--- src/rtl/systolic_feeder_if.sv ---
// systolic_feeder_if: slice handshake from the upstream producer plus the
// skewed edge buses toward the wavefront systolic array.
// Handshake: a slice transfers in every cycle where s_valid and s_ready are
// both 1; s_a/s_b are meaningful only while s_valid is 1, and s_ready does
// not depend on s_valid.
interface systolic_feeder_if #(
    parameter int DATA_W = 8,
    parameter int ROWS   = 4,
    parameter int COLS   = 4
);
    logic                     s_valid;
    logic                     s_ready;
    logic [ROWS*DATA_W-1:0]   s_a;
    logic [COLS*DATA_W-1:0]   s_b;
    logic [ROWS*DATA_W-1:0]   a_in_bus;
    logic [COLS*DATA_W-1:0]   b_in_bus;
    logic                     valid_in;

    // Producer / bench side
    modport master (
        output s_valid, s_a, s_b,
        input  s_ready, a_in_bus, b_in_bus, valid_in
    );

    // Feeder side
    modport slave (
        input  s_valid, s_a, s_b,
        output s_ready, a_in_bus, b_in_bus, valid_in
    );
endinterface

--- src/rtl/systolic_feeder.sv ---
// systolic_feeder: accepts one k-slice (A column + B row) per handshake and
// applies the triangular skew for the systolic array: A lane i and B lane j
// are delayed by i and j extra cycles. After the last slice, zeros are
// flushed for max(ROWS,COLS) cycles and done pulses for one cycle.
// Optional feature macro: SYSTOLIC_FEEDER_PERF_EN enables the bubble counter;
// without it bubble_cnt is tied to 0.
// The interface instance must use the same DATA_W/ROWS/COLS as this module.
module systolic_feeder #(
    parameter int DATA_W = 8,
    parameter int ROWS   = 4,
    parameter int COLS   = 4,
    parameter int K_MAX  = 16,
    localparam int KW    = $clog2(K_MAX + 1)
) (
    input  logic                clk,
    input  logic                rst,
    input  logic                start,
    input  logic [KW-1:0]       k_len,
    systolic_feeder_if.slave    sif,
    output logic                busy,
    output logic                done,
    output logic [15:0]         bubble_cnt,
    output logic [1:0]          dbg_state
);

    localparam int D  = (ROWS > COLS) ? ROWS : COLS;
    localparam int FW = $clog2(D + 1);

    typedef enum logic [1:0] {
        IDLE  = 2'd0,
        FEED  = 2'd1,
        FLUSH = 2'd2
    } state_t;

    state_t          state_q, state_d;
    logic [KW-1:0]   klen_q, klen_d;
    logic [KW-1:0]   cnt_q, cnt_d;
    logic [FW-1:0]   flush_q, flush_d;
    logic            done_q, done_d;
    logic            valid_q;
    logic            beat;
    logic [KW-1:0]   klen_clamp;

    assign beat       = (state_q == FEED) && sif.s_valid;
    assign klen_clamp = (k_len > KW'(K_MAX)) ? KW'(K_MAX) : k_len;

    // Control registers: state, job length, beat and flush counters, done pulse
    always_ff @(posedge clk) begin
        if (rst) begin
            state_q <= IDLE;
            klen_q  <= '0;
            cnt_q   <= '0;
            flush_q <= '0;
            done_q  <= 1'b0;
        end else begin
            state_q <= state_d;
            klen_q  <= klen_d;
            cnt_q   <= cnt_d;
            flush_q <= flush_d;
            done_q  <= done_d;
        end
    end

    // Next-state logic: start is only honoured in IDLE, so a start while busy
    // falls through untouched
    always_comb begin
        state_d = state_q;
        klen_d  = klen_q;
        cnt_d   = cnt_q;
        flush_d = flush_q;
        done_d  = 1'b0;
        case (state_q)
            IDLE: begin
                if (start) begin
                    if (k_len == '0) begin
                        done_d = 1'b1;
                    end else begin
                        klen_d  = klen_clamp;
                        cnt_d   = '0;
                        state_d = FEED;
                    end
                end
            end
            FEED: begin
                if (beat) begin
                    cnt_d = cnt_q + 1'b1;
                    if (cnt_d == klen_q) begin
                        state_d = FLUSH;
                        flush_d = '0;
                    end
                end
            end
            FLUSH: begin
                if (flush_q == FW'(D - 1)) begin
                    state_d = IDLE;
                    done_d  = 1'b1;
                end else begin
                    flush_d = flush_q + 1'b1;
                end
            end
            default: state_d = IDLE;
        endcase
    end

    // Wavefront valid: one register fed by the beat flag
    always_ff @(posedge clk) begin
        if (rst) valid_q <= 1'b0;
        else     valid_q <= beat;
    end

    // A skew lines: lane i is i+1 registers deep; zeros enter on non-beat cycles
    for (genvar i = 0; i < ROWS; i++) begin : g_a
        logic [DATA_W-1:0] sr_q [0:i];
        logic [DATA_W-1:0] lane_d;
        assign lane_d = beat ? sif.s_a[(i+1)*DATA_W-1 -: DATA_W] : '0;
        // Shift every cycle; no stall toward the array
        always_ff @(posedge clk) begin
            if (rst) begin
                for (int k = 0; k <= i; k++) sr_q[k] <= '0;
            end else begin
                sr_q[0] <= lane_d;
                for (int k = 1; k <= i; k++) sr_q[k] <= sr_q[k-1];
            end
        end
        assign sif.a_in_bus[(i+1)*DATA_W-1 -: DATA_W] = sr_q[i];
    end

    // B skew lines: lane j is j+1 registers deep
    for (genvar j = 0; j < COLS; j++) begin : g_b
        logic [DATA_W-1:0] sr_q [0:j];
        logic [DATA_W-1:0] lane_d;
        assign lane_d = beat ? sif.s_b[(j+1)*DATA_W-1 -: DATA_W] : '0;
        // Shift every cycle; no stall toward the array
        always_ff @(posedge clk) begin
            if (rst) begin
                for (int k = 0; k <= j; k++) sr_q[k] <= '0;
            end else begin
                sr_q[0] <= lane_d;
                for (int k = 1; k <= j; k++) sr_q[k] <= sr_q[k-1];
            end
        end
        assign sif.b_in_bus[(j+1)*DATA_W-1 -: DATA_W] = sr_q[j];
    end

`ifdef SYSTOLIC_FEEDER_PERF_EN
    logic [15:0] bubble_q, bubble_d;

    // Bubble counter: FEED cycles without s_valid, saturating, cleared by start
    always_comb begin
        bubble_d = bubble_q;
        if (state_q == IDLE && start) begin
            bubble_d = '0;
        end else if (state_q == FEED && !sif.s_valid && bubble_q != 16'hFFFF) begin
            bubble_d = bubble_q + 16'd1;
        end
    end

    // Bubble counter register
    always_ff @(posedge clk) begin
        if (rst) bubble_q <= '0;
        else     bubble_q <= bubble_d;
    end

    assign bubble_cnt = bubble_q;
`else
    assign bubble_cnt = '0;
`endif

    assign sif.s_ready  = (state_q == FEED);
    assign sif.valid_in = valid_q;
    assign busy         = (state_q != IDLE);
    assign done         = done_q;
    assign dbg_state    = state_q;

endmodule

--- src/flat_wrapper.sv ---
// flat-port wrapper written by rule: the top's interface ports become plain ports
module systolic_feeder_flat 
#(
    parameter int DATA_W = 8,
    parameter int ROWS   = 4,
    parameter int COLS   = 4,
    parameter int K_MAX  = 16,
    localparam int KW    = $clog2(K_MAX + 1)
)
  (clk, rst, start, k_len, busy, done, bubble_cnt, dbg_state, sif_s_valid, sif_s_a, sif_s_b, sif_s_ready, sif_a_in_bus, sif_b_in_bus, sif_valid_in);
  systolic_feeder_if #(.DATA_W(DATA_W), .ROWS(ROWS), .COLS(COLS)) sif_i ();
  input  logic clk;
  input  logic rst;
  input  logic start;
  input  logic [KW-1:0] k_len;
  output logic busy;
  output logic done;
  output logic [15:0] bubble_cnt;
  output logic [1:0] dbg_state;
  input wire logic [$bits(sif_i.s_valid)-1:0] sif_s_valid;
  input wire logic [$bits(sif_i.s_a)-1:0] sif_s_a;
  input wire logic [$bits(sif_i.s_b)-1:0] sif_s_b;
  output wire logic [$bits(sif_i.s_ready)-1:0] sif_s_ready;
  output wire logic [$bits(sif_i.a_in_bus)-1:0] sif_a_in_bus;
  output wire logic [$bits(sif_i.b_in_bus)-1:0] sif_b_in_bus;
  output wire logic [$bits(sif_i.valid_in)-1:0] sif_valid_in;
  assign sif_i.s_valid = sif_s_valid;
  assign sif_i.s_a = sif_s_a;
  assign sif_i.s_b = sif_s_b;
  assign sif_s_ready = sif_i.s_ready;
  assign sif_a_in_bus = sif_i.a_in_bus;
  assign sif_b_in_bus = sif_i.b_in_bus;
  assign sif_valid_in = sif_i.valid_in;
  systolic_feeder #(.DATA_W(DATA_W), .ROWS(ROWS), .COLS(COLS), .K_MAX(K_MAX)) u_core (.clk(clk), .rst(rst), .start(start), .k_len(k_len), .sif(sif_i), .busy(busy), .done(done), .bubble_cnt(bubble_cnt), .dbg_state(dbg_state));
endmodule
--- config.mk ---
export PLATFORM = sky130hd
export DESIGN_NAME = systolic_feeder_flat
export DESIGN_NICKNAME = d
export VERILOG_FILES = /design/src/rtl/systolic_feeder_if.sv /design/src/rtl/systolic_feeder.sv /design/src/flat_wrapper.sv
export SDC_FILE = /design/constraint.sdc
export NUM_CORES = 1
export LEC_CHECK = 0
export ABC_AREA = 1
export CORE_MARGIN = 2
export CORE_UTILIZATION = 51
export CTS_BUF_LIST = sky130_fd_sc_hd__clkbuf_16
export DETAILED_ROUTE_END_ITERATION = 10
export PLACE_DENSITY = 0.88
export SLEW_MARGIN = 20
export SYNTH_ARGS = -nofsm -noshare
export SYNTH_HDL_FRONTEND = slang
export SYNTH_SLANG_ARGS = --single-unit
--- constraint.sdc ---
create_clock -name clk -period 2.5 [get_ports clk]
set_clock_uncertainty 0.05 [all_clocks]
set_input_delay 0.5 -clock clk [delete_from_list [all_inputs] [get_ports clk]]
set_output_delay 0.5 -clock clk [all_outputs]
set_load 0.005 [all_outputs]
==> impl_metrics.xml <==
<?xml version="1.0" encoding="UTF-8"?>
<metrics>
  <group name="placed_design">
    <metric name="routabilityCongestion" unit="">0.8074</metric>
    <metric name="detailed_placement_hpwl" unit="um">6738</metric>
    <metric name="dp_slack" unit="ns">0.5591</metric>
    <metric name="io_buf_count" unit="">142</metric>
  </group>
  <group name="routing">
    <metric name="antenna_left" unit="">0</metric>
    <metric name="wirelength" unit="um">9634</metric>
    <metric name="wire_per_inst" unit="um">10.06</metric>
    <metric name="drt_iter0_markers" unit="">203</metric>
    <metric name="detailroute.via_count" unit="">3952</metric>
    <metric name="firstDrtPassIters" unit="">4</metric>
    <metric name="vias_per_cell" unit="">4.125</metric>
    <metric name="route.detailed.drc" unit="">0</metric>
  </group>
  <group name="clock_tree">
    <metric name="cts.clk_slew.worst_paths" unit="ns">0.07</metric>
    <metric name="cts_setup_buffers" unit="">0</metric>
    <metric name="cts_hold_buffers" unit="">0</metric>
    <metric name="clock_tree.buffer_depth" unit="">2</metric>
    <metric name="cts_tree" unit="">yes</metric>
    <metric name="htree_levels" unit="">4</metric>
    <metric name="cts-root-buf" unit="">sky130_fd_sc_hd__clkbuf_16</metric>
    <metric name="clk_latency_worst_skew_pair" unit="ns">0.41</metric>
    <metric name="tritoncts_num_sinks" unit="">177</metric>
    <metric name="numCtsBuffers" unit="">17</metric>
    <metric name="cts-resized-gates" unit="">0</metric>
  </group>
  <group name="critical_path">
    <metric name="cp_data_required_time" unit="ns">1.95</metric>
    <metric name="worstPathMaxFanout" unit="">6</metric>
    <metric name="rr_worst_depth" unit="">12</metric>
    <metric name="critical_path.reg2reg.startpoint" unit="">u_core.cnt_q[0]</metric>
    <metric name="critPathCaptureType" unit="">primary output</metric>
    <metric name="reg2reg_slack" unit="ns">0.74</metric>
    <metric name="cp-start-kind" unit="">register</metric>
    <metric name="critPathArrivalTime" unit="ns">1.68</metric>
    <metric name="criticalPathCategory" unit="">register to primary output</metric>
    <metric name="r2r-end" unit="">u_core.flush_q[0]</metric>
  </group>
  <group name="pwr">
    <metric name="total_leakage_power" unit="uW">0.003364</metric>
    <metric name="power_density" unit="mW/mm2">765.7</metric>
    <metric name="post-layout-total-power" unit="uW">5867</metric>
    <metric name="worst_ir_drop_vdd" unit="V">0.0006118</metric>
  </group>
  <group name="yosys">
    <metric name="yosys.area_share.simple" unit="">0.1692</metric>
    <metric name="cells_after_synthesis" unit="">690</metric>
    <metric name="synth_adder_area_share" unit="">0.006376</metric>
    <metric name="post_synth_instance_area" unit="mm2">0.005887</metric>
    <metric name="ys_top_cells_by_area" unit="">sky130_fd_sc_hd__dfxtp_1 (60%), sky130_fd_sc_hd__inv_1 (11%), sky130_fd_sc_hd__nor2_1 (11%), sky130_fd_sc_hd__buf_4 (6.2%), sky130_fd_sc_hd__nand2_1 (2.0%)</metric>
    <metric name="post_synth_xor_area_fraction" unit="">0</metric>
    <metric name="yosysUniqueCellTypes" unit="">28</metric>
    <metric name="ys.warnings.count" unit="">0</metric>
    <metric name="synth_largest_type_area_fraction" unit="">0.6019</metric>
    <metric name="netlist.top_cell.by_area" unit="">sky130_fd_sc_hd__dfxtp_1</metric>
    <metric name="dominant_combinational_cell_family_by_area_after_synthesis" unit="">buffers and inverters</metric>
    <metric name="syn_avg_cell_area" unit="um2">8.532</metric>
    <metric name="synthMuxAreaShare" unit="">0</metric>
    <metric name="synth-compound-area-share" unit="">0.02083</metric>
    <metric name="postSynthRegisterBits" unit="">177</metric>
    <metric name="synth_sequential_area_ratio" unit="">0.6019</metric>
  </group>
  <group name="final_layout">
    <metric name="final_layout_size_suffix_gt1_frac" unit="">0.07607</metric>
    <metric name="multi_input_area" unit="mm2">0.001216</metric>
    <metric name="ff_latch_area" unit="mm2">0.003543</metric>
    <metric name="num-nets-final" unit="">878</metric>
    <metric name="fin_util" unit="">0.6768</metric>
    <metric name="area.growth.synth_to_final" unit="%">30.16</metric>
    <metric name="layout.filler_cells" unit="">899</metric>
    <metric name="num_antenna_cells" unit="">0</metric>
  </group>
  <group name="grt">
    <metric name="gr-total-overflow" unit="">0</metric>
    <metric name="busiest_layer" unit="">met2</metric>
    <metric name="initial_antenna_violation_count" unit="">0</metric>
    <metric name="grt_max_degree" unit="">51</metric>
    <metric name="track_usage" unit="">0.1606</metric>
    <metric name="vias_in_the_first_global_route" unit="">3673</metric>
    <metric name="wire_length_of_the_first_global_routing_pass" unit="um">16070</metric>
    <metric name="grt_util_met3" unit="">0.05934</metric>
    <metric name="use_met2" unit="">0.2724</metric>
    <metric name="gr-usage-met1" unit="">0.1859</metric>
  </group>
  <group name="floorplanning">
    <metric name="core-area" unit="mm2">0.01132</metric>
    <metric name="initial_utilization" unit="">0.5200</metric>
    <metric name="rows" unit="">39</metric>
    <metric name="die-height" unit="um">111.4</metric>
    <metric name="number_of_primary_i_o_pins" unit="">159</metric>
    <metric name="fp.dieW" unit="um">111.4</metric>
    <metric name="die_area" unit="mm2">0.01242</metric>
  </group>
  <group name="sta">
    <metric name="hold_viol" unit="">0</metric>
    <metric name="achievable-frequency" unit="MHz">448.8</metric>
    <metric name="worst_hold_slack" unit="ns">0.3484</metric>
    <metric name="setup_slack" unit="ns">0.2717</metric>
    <metric name="fin_crit" unit="ns">2.228</metric>
    <metric name="final-setup-viol-count" unit="">0</metric>
    <metric name="period_share" unit="">0.8913</metric>
    <metric name="rsz0062_at_grt" unit="">false</metric>
    <metric name="timing.setup.tns" unit="ns">0</metric>
    <metric name="slew_viol_final" unit="">0</metric>
  </group>
  <group name="run_status">
    <metric name="run_status" unit="">complete, no violations</metric>
  </group>
  <group name="worst_hold_path">
    <metric name="min_delay_path_depth" unit="">2</metric>
    <metric name="worstHoldEndpoint" unit="">u_core.g_a[2].sr_q[0][11]</metric>
    <metric name="holdCritPathClass" unit="">register to register</metric>
    <metric name="min_from" unit="">u_core.g_a[2].sr_q[0][3]</metric>
  </group>
  <group name="flow_run">
    <metric name="cap_viol_max_count" unit="">0</metric>
  </group>
</metrics>
how the worst max path moves through the flow:
stage / start / to / slack [ns]
2_1_floorplan: u_core.cnt_q[0] / u_core.flush_q[0] / 0.99
6_report: u_core.dbg_state[0] / sif_s_ready / 0.27
5_1_grt: u_core.dbg_state[0] / sif_s_ready / 0.19
4_1_cts: u_core.dbg_state[0] / sif_s_ready / 0.25
3_3_place_gp: sif_s_valid / u_core.g_b[2].sr_q[0][3] / 0.60
3_5_place_dp: sif_s_valid / u_core.g_a[0].sr_q[0][6] / 0.56
per-layer routing:
layer | routed length (um) | part of all wire | vias up
li1 | - | - | 2100
met1 | 4084 | 0.42 | 1731
met2 | 4756 | 0.49 | 107
met3 | 626 | 0.065 | 14
met4 | 167 | 0.017 | 0
met5 | 0 | 0 | -
logic make-up after synthesis:
logic type                 count (synthesis)
and+or+nand+nor                          239
AOI/OAI and AO/OA                         19
other                                      1
buffers and inverters                    251
adders and majority gates                  3
DFF                                      177
report_power, final:
| part | switching (uW) | internal (uW) |
|---|---|---|
| logic | 221 | 227 |
| clock network | 1160 | 1320 |
| registers | 43.4 | 2900 |
| total | 1430 | 4440 |
worst max-delay path, stage by stage (launching register included):
cell and delay [ns]:
sky130_fd_sc_hd__dfxtp_1 0.47, sky130_fd_sc_hd__nand2_2 0.18, sky130_fd_sc_hd__inv_4 0.12, sky130_fd_sc_hd__clkdlybuf4s50_1 0.50
flip-flops by register name, summed over array words and instances (netlist names):
signal	cells
u_core.g_b.sr_q	80
u_core.done	1
u_core.sif.valid_in	1
u_core.flush_q	3
u_core.g_a.sr_q	80
u_core.cnt_q	5
u_core.dbg_state	2
u_core.klen_q	5
placed cells by master (no fill, tap or decap), drive strengths merged:
master	count
inv	189
nor2	180
dfxtp	177
clkdlybuf4s50	141
nand2	39
clkbuf	17
conb	16
a21oi	11
nand3	10
clkinv	9
nand4	5
buf	4
o21ai	4
or2	3
ha	3
a22oi	2
nand3b	1
o22ai	1
a32oi	1
nor3	1
clkinvlp	1
metrics by stage:
stage | instances | instance area, um2
finish | 958 | 7662
global route | 958 | 7662
CTS | 958 | 7662
detailed placement | 926 | 7088
global placement | 926 | 7088
floorplan | 705 | 5943
cells in the mapped netlist (all sizes together):
master,n
a32oi,1
clkbuf,6
conb,1
nand3b,1
nor3,1
o21ai,4
nand3,10
nand4,5
or2,3
a22oi,2
dfxtp,177
buf,61
a21oi,11
o22ai,1
nand2,39
nor2,180
inv,184
ha,3
layout make-up:
type	count	area share
sequential	177	0.4624
timing repair buffer	145	0.1897
multi-input combinational	277	0.1587
inverter	184	0.09079
clock buffer	17	0.05552
tap	143	0.02335
clock inverter	15	0.01943
Power figures use the tool's default switching activity.
